## config.mk

```make
export PLATFORM = sky130hd
export DESIGN_NAME = pcpo_contabits
export DESIGN_NICKNAME = d
export VERILOG_FILES = /design/src/rtl/pcpo_contabits.sv
export SDC_FILE = /design/constraint.sdc
export NUM_CORES = 1
export LEC_CHECK = 0
export CORE_ASPECT_RATIO = 0.8
export CORE_UTILIZATION = 55
export CTS_CLUSTER_DIAMETER = 100
export CTS_CLUSTER_SIZE = 28
export DETAILED_ROUTE_END_ITERATION = 6
export PLACE_DENSITY = 0.8
export SLEW_MARGIN = 20
export SYNTH_ARGS = -nofsm -noshare
export SYNTH_HDL_FRONTEND = slang
export SYNTH_SLANG_ARGS = --single-unit
```

## constraint.sdc

```tcl
create_clock -name clk -period 2.5 [get_ports clk]
set_input_delay 0.25 -clock clk [delete_from_list [all_inputs] [get_ports clk]]
set_output_delay 0.25 -clock clk [all_outputs]
set_load 0.01 [all_outputs]
```

## src/rtl/pcpo_contabits.sv

```systemverilog
// Multi-cycle bit counter: ones, zeros, trailing zeros or leading zeros of a
// WIDTH-bit operand, one bit per clock, with a start/pronto handshake and
// early termination once the remaining operand cannot change the result.
module pcpo_contabits #(
  parameter int unsigned WIDTH = 16,
  parameter int unsigned RW    = $clog2(WIDTH + 1)
) (
  input  logic             clk,
  input  logic             reset,
  input  logic             start,
  input  logic [WIDTH-1:0] A,
  input  logic [1:0]       modo,
  output logic [RW-1:0]    resultado,
  output logic             pronto,
  output logic             ocupado
);

  typedef enum logic [1:0] {
    StOcioso,
    StConta,
    StFim
  } state_e;

  state_e           state_q, state_d;
  logic [WIDTH-1:0] r_q, r_d;
  logic [RW-1:0]    cnt_q, cnt_d;
  // High for the zero-run modes (10/11), which stop at the first set bit.
  logic             run_mode_q, run_mode_d;
  logic [WIDTH-1:0] a_rev;

  // Bit-reversed operand so leading zeros reuse the trailing-zero walk.
  always_comb begin
    a_rev = '0;
    for (int i = 0; i < WIDTH; i++) begin
      a_rev[i] = A[WIDTH-1-i];
    end
  end

  // Next-state logic: load on accepted start, walk R one bit per cycle.
  always_comb begin
    state_d    = state_q;
    r_d        = r_q;
    cnt_d      = cnt_q;
    run_mode_d = run_mode_q;
    unique case (state_q)
      StOcioso, StFim: begin
        if (start) begin
          run_mode_d = modo[1];
          cnt_d      = '0;
          state_d    = StConta;
          unique case (modo)
            2'b00:   r_d = A;
            2'b01:   r_d = ~A;
            2'b10:   r_d = A;
            default: r_d = a_rev;
          endcase
        end
      end
      StConta: begin
        if (!run_mode_q) begin
          if (r_q == '0) begin
            state_d = StFim;
          end else begin
            if (r_q[0]) begin
              cnt_d = cnt_q + RW'(1);
            end
            r_d = r_q >> 1;
          end
        end else begin
          if (r_q == '0) begin
            // No set bit at all: the whole operand is the zero run.
            cnt_d   = RW'(WIDTH);
            state_d = StFim;
          end else if (r_q[0]) begin
            state_d = StFim;
          end else begin
            cnt_d = cnt_q + RW'(1);
            r_d   = r_q >> 1;
          end
        end
      end
      default: state_d = StOcioso;
    endcase
  end

  // State register with synchronous active-high reset.
  always_ff @(posedge clk) begin
    if (reset) begin
      state_q    <= StOcioso;
      r_q        <= '0;
      cnt_q      <= '0;
      run_mode_q <= 1'b0;
    end else begin
      state_q    <= state_d;
      r_q        <= r_d;
      cnt_q      <= cnt_d;
      run_mode_q <= run_mode_d;
    end
  end

  assign pronto    = (state_q == StFim);
  assign ocupado   = (state_q == StConta);
  // Result is only exposed in FIM so it never shows partial counts.
  assign resultado = pronto ? cnt_q : '0;

endmodule

```

* After elaboration in Yosys (flattened, before gate mapping)
Cells that the tools add are included.
** Cells by class
- Equality and inequality tests :: 12
- Bitwise operators :: 1
- Reduce and logical (&&, ||, !) cells :: 11
- Add/subtract/negate cells :: 1
- Muxes and demuxes :: 21
** Operators by type and width (count)
- $mux 16 :: 5
- $pmux 16 s2 :: 2
- $mux 5 :: 7
- $logic_not 16->1 :: 1
- $not 16->16 :: 1
- $mux 2 :: 5
- $pmux 5 s2 :: 1
- $ne 3x1->1 const B :: 3
- $ne 3x3->1 const B :: 2
- $reduce_and 3->1 :: 2
- $add 5x1->5 const B :: 1
- $reduce_and 5->1 :: 1
- $eq 2x1->1 const B :: 2
- $eq 2x2->1 const B :: 2
- $logic_not 2->1 :: 2
- $ne 2x2->1 const B :: 2
- $ne 4x3->1 const B :: 1
- $pmux 2 s2 :: 1
- $reduce_and 4->1 :: 1
- $reduce_or 2->1 :: 2
- $reduce_and 2->1 :: 1
- $reduce_bool 2->1 :: 1
** Word-level totals
- Logic and storage cells :: 51
- Output and inout bits :: 7
- Flip-flop bits (word level) :: 24

* Depth between registers and ports, before layout
- Word-level depth :: 5
- Mapped depth :: 6
- Gate-level depth less buffers :: 5

* Least setup slack after synthesis
No wires, ideal clock.
- Path kind :: reg-to-reg
- Start point :: register r_q[0]
- End point :: register r_q[4]
- Data arrival time :: 1.592 ns
- Buffers on the path :: 2
- Required time :: 2.379 ns
- Cell stages (with the launch flop) :: 7
- Library setup time :: 0.121 ns
- Period minus slack after synthesis :: 1.714 ns
- Path slack :: 0.786 ns
- Path through :: dfxtp_1 buf_6 nor4_4 nand4_2 a31oi_4 buf_12 mux2_4
** Between the ends
- Word-level cells in the longest chain between the ends :: 3
** RTL lines
- start, declared :: line 25 : logic [WIDTH-1:0] r_q, r_d;
- start signal, assigned :: line 95 : r_q <= r_d;
- $logic_not 16->1 :: line 61, 70
- $ne 2x2->1 (no line)
- $reduce_and 4->1 (no line) *
Every way passes the cells marked *; elsewhere a longest branch is shown, timed or not.
A chain may end at the register's enable or synchronous reset.

* Worst setup path in the final report
- Start point :: register r_q[0]
- End point :: register r_q[6]
Same word-level chain as after synthesis.

==> results.py <==
metrics = {
    "outcome": {
        "outcome": "completed",
    },
    "min_path": {
        "whs_path_depth": 2,
        "hold_class": "flip-flop to flip-flop",
        "worstHoldEndpoint": "cnt_q[3]$_SDFFE_PP0P_",
        "min_from": "cnt_q[3]$_SDFFE_PP0P_",
    },
    "clock_network": {
        "root_buffer": "clkbuf_8",
        "numCtsBuffers": 3,
        "cts_max_path_buffers": 2,
        "cts.htree.levels": 1,
        "clk_pin_slew_worst_paths_ps": 80,
        "cts_resized": 0,
        "ctsHoldBuffers": 0,
        "clk_latency_ps": 270,
        "cts_tree": "yes",
        "clock_sink_count": 24,
        "post_cts_buffers": 0,
    },
    "final_layout": {
        "drive_gt1_share_pct": 13.8,
        "antenna_cells": 0,
        "area_delta_synth_final_pct": 18.7,
        "nFillCells": 257,
        "final_util_pct": 68.7,
        "nets": 263,
    },
    "timing": {
        "setup_ws_ps": 470,
        "drv_slew": 0,
        "setup_viol": 0,
        "hold_violations": 0,
        "rsz0062_at_grt": "false",
        "period_needed_ps": 2030,
        "whs_ps": 516,
        "fmax_mhz": 493,
        "fin_setup_tns_ps": 0,
        "relSlewSlack_pct": 56.4,
        "fin_crit_sh_pct": 81.2,
        "fin_skew_ps": 1.91,
        "max_slew.worst_pin.slew_ps": 654,
    },
    "yosys": {
        "synth_seq_area_share_pct": 26.7,
        "ys_types": 44,
        "syn_area_um2": 1800,
        "synth_fp_nets": 242,
        "netlist_instances": 220,
        "ys_async_sr_fraction_pct": 0,
        "synthFlopType": "dfxtp_1",
        "postSynthAreaPerCell_um2": 8.17,
        "ys_ff_latch": 24,
        "synth-edff-count": 0,
        "ys_warn_count": 0,
    },
    "routing": {
        "drt_pass1_iterations": 4,
        "drt_first_iter_violations": 86,
        "post_drt_via_cell_ratio": 5.93,
        "avgRoutedWirePerCell_um": 15.6,
        "wirelength_um": 4370,
        "vias": 1661,
        "ant_nets": 0,
        "drc": 0,
    },
    "setup_path": {
        "critPathRequiredTime_ps": 2660,
        "timing.rr.start": "r_q[0]$_SDFFE_PP0P_",
        "rr_endpoint": "r_q[6]$_SDFFE_PP0P_",
        "rr_worst_depth": 4,
        "crit_type": "flip-flop to flip-flop",
        "critPathLaunchType": "flip-flop",
        "crit_fanout": 16,
        "rrSetupSlack_ps": 470,
        "end_kind": "flip-flop",
        "arrival_ps": 2190,
    },
    "die": {
        "ios": 28,
        "start_util_pct": 57.9,
        "rows": 18,
        "dieArea_um2": 3500,
        "core_area_um2": 3110,
        "fp.dieW_um": 65.9,
        "die_h_um": 53.1,
    },
    "global_routing": {
        "grt_pass1_vias": 1473,
        "grt_overflow": 0,
        "antenna_found_initial": 0,
        "grt_max_degree": 23,
        "grt_pass1_wl_um": 7230,
        "grt_usage_pct": 27.3,
    },
    "pwr": {
        "vdd_drop_max_mv": 0.359,
        "powerDensity_nw_per_um2": 515,
        "total_power_uw": 1100,
        "p_leak_uw": 0.000788,
    },
    "placement": {
        "gp_congestion": 0.838,
        "dp_slack_ps": 387,
        "dp_hpwl_um": 3210,
        "port_buffers": 27,
    },
    "job": {
        "max_cap_viol_count": 0,
    },
}
## metrics by stage
stage	std cells	cell area [um2]
finish	280	2130
global route	280	2130
CTS	280	2130
detailed placement	276	2080
global placement	276	2080
floorplan	220	1800
## cell usage in the layout, fill, tap and decap left out, drive strengths merged, types with 5 or more instances in the layout
cell           count
nand3b             8
mux2               7
a31oi              8
mux2i              8
nand2             20
inv                5
nor2              11
o21ai             12
and2               6
a311oi             7
or2                7
buf                7
o2111ai            7
clkdlybuf4s50     27
nor2b             11
and3               8
nand3             12
nand2b            11
dfxtp             24
## final cells by class
type	count	area [um2]	share of cell area, %
multi-input cells	172	1200	56.4
clock buffers	4	55.1	2.58
well taps	40	50.0	2.34
inverters	6	22.5	1.06
repair buffers	34	323	15.1
flip-flops and latches	24	480	22.5
## how the worst max path moves through the flow
stage / end / startpoint / depth (start not counted)
global placement: r_q[12]$_SDFFE_PP0P_ / modo[1] / 6
floorplan: r_q[4]$_SDFFE_PP0P_ / r_q[0]$_SDFFE_PP0P_ / 6
CTS: r_q[6]$_SDFFE_PP0P_ / r_q[0]$_SDFFE_PP0P_ / 4
finish: r_q[6]$_SDFFE_PP0P_ / r_q[0]$_SDFFE_PP0P_ / 4
detailed placement: r_q[12]$_SDFFE_PP0P_ / modo[1] / 6
global route: r_q[6]$_SDFFE_PP0P_ / r_q[0]$_SDFFE_PP0P_ / 4
## cell families after synthesis
family	share of synthesized area, %
flip-flops	26.7
buffers and inverters	6.33
AND/OR/NAND/NOR	35.6
multiplexers	9.05
XOR/XNOR	0.487
AO/OA/AOI/OAI	21.2
adder cells (fa/ha/maj)	0.696
## state kept, by name, indices dropped and copies added (netlist names)
register / count
run_mode_q: 1
r_q: 16
cnt_q: 5
state_q: 2
## per-layer routing
metal	part of all wire, %	vias up	GRT usage [%]
met3	6.1	10	6.68
met5	0	-	0
met2	43	57	40.1
met1	49	746	39.3
met4	2.1	0	6.88
li1	-	848	-
## Yosys cell counts, types with 2 or more instances
cell type | instances | area share [%]
dfxtp_1 | 24 | 27
nand2_1 | 20 | 4.2
clkbuf_1 | 16 | 3.3
nand3_1 | 12 | 3.3
o21ai_0 | 12 | 3.3
nand2b_1 | 11 | 3.8
nor2_1 | 11 | 2.3
nor2b_1 | 11 | 3.8
and3_1 | 8 | 2.8
mux2i_1 | 8 | 4.5
nand3b_1 | 8 | 3.3
a311oi_1 | 7 | 3.4
a31oi_1 | 7 | 2.4
o2111ai_1 | 7 | 3.4
or2_2 | 7 | 2.4
and2_1 | 6 | 2.1
mux2_2 | 6 | 3.8
inv_1 | 5 | 1.0
a21oi_1 | 4 | 1.1
nor4_4 | 4 | 4.7
nor3_1 | 2 | 0.56
o32ai_1 | 2 | 0.97
## report_power, final
| group | internal [uW] | total, uW | switching (uW) |
|---|---|---|---|
| logic | 178 | 359 | 182 |
| clock network | 141 | 267 | 126 |
| registers | 422 | 474 | 52.5 |
## critical path, cell delays in order, from the launching register on
cell and delay [ps]:
dfxtp_1 400, nor4_4 320, nand4_2 180, a31oi_4 610
mux2_2 410
No activity file was read; power rests on OpenSTA's default activity.
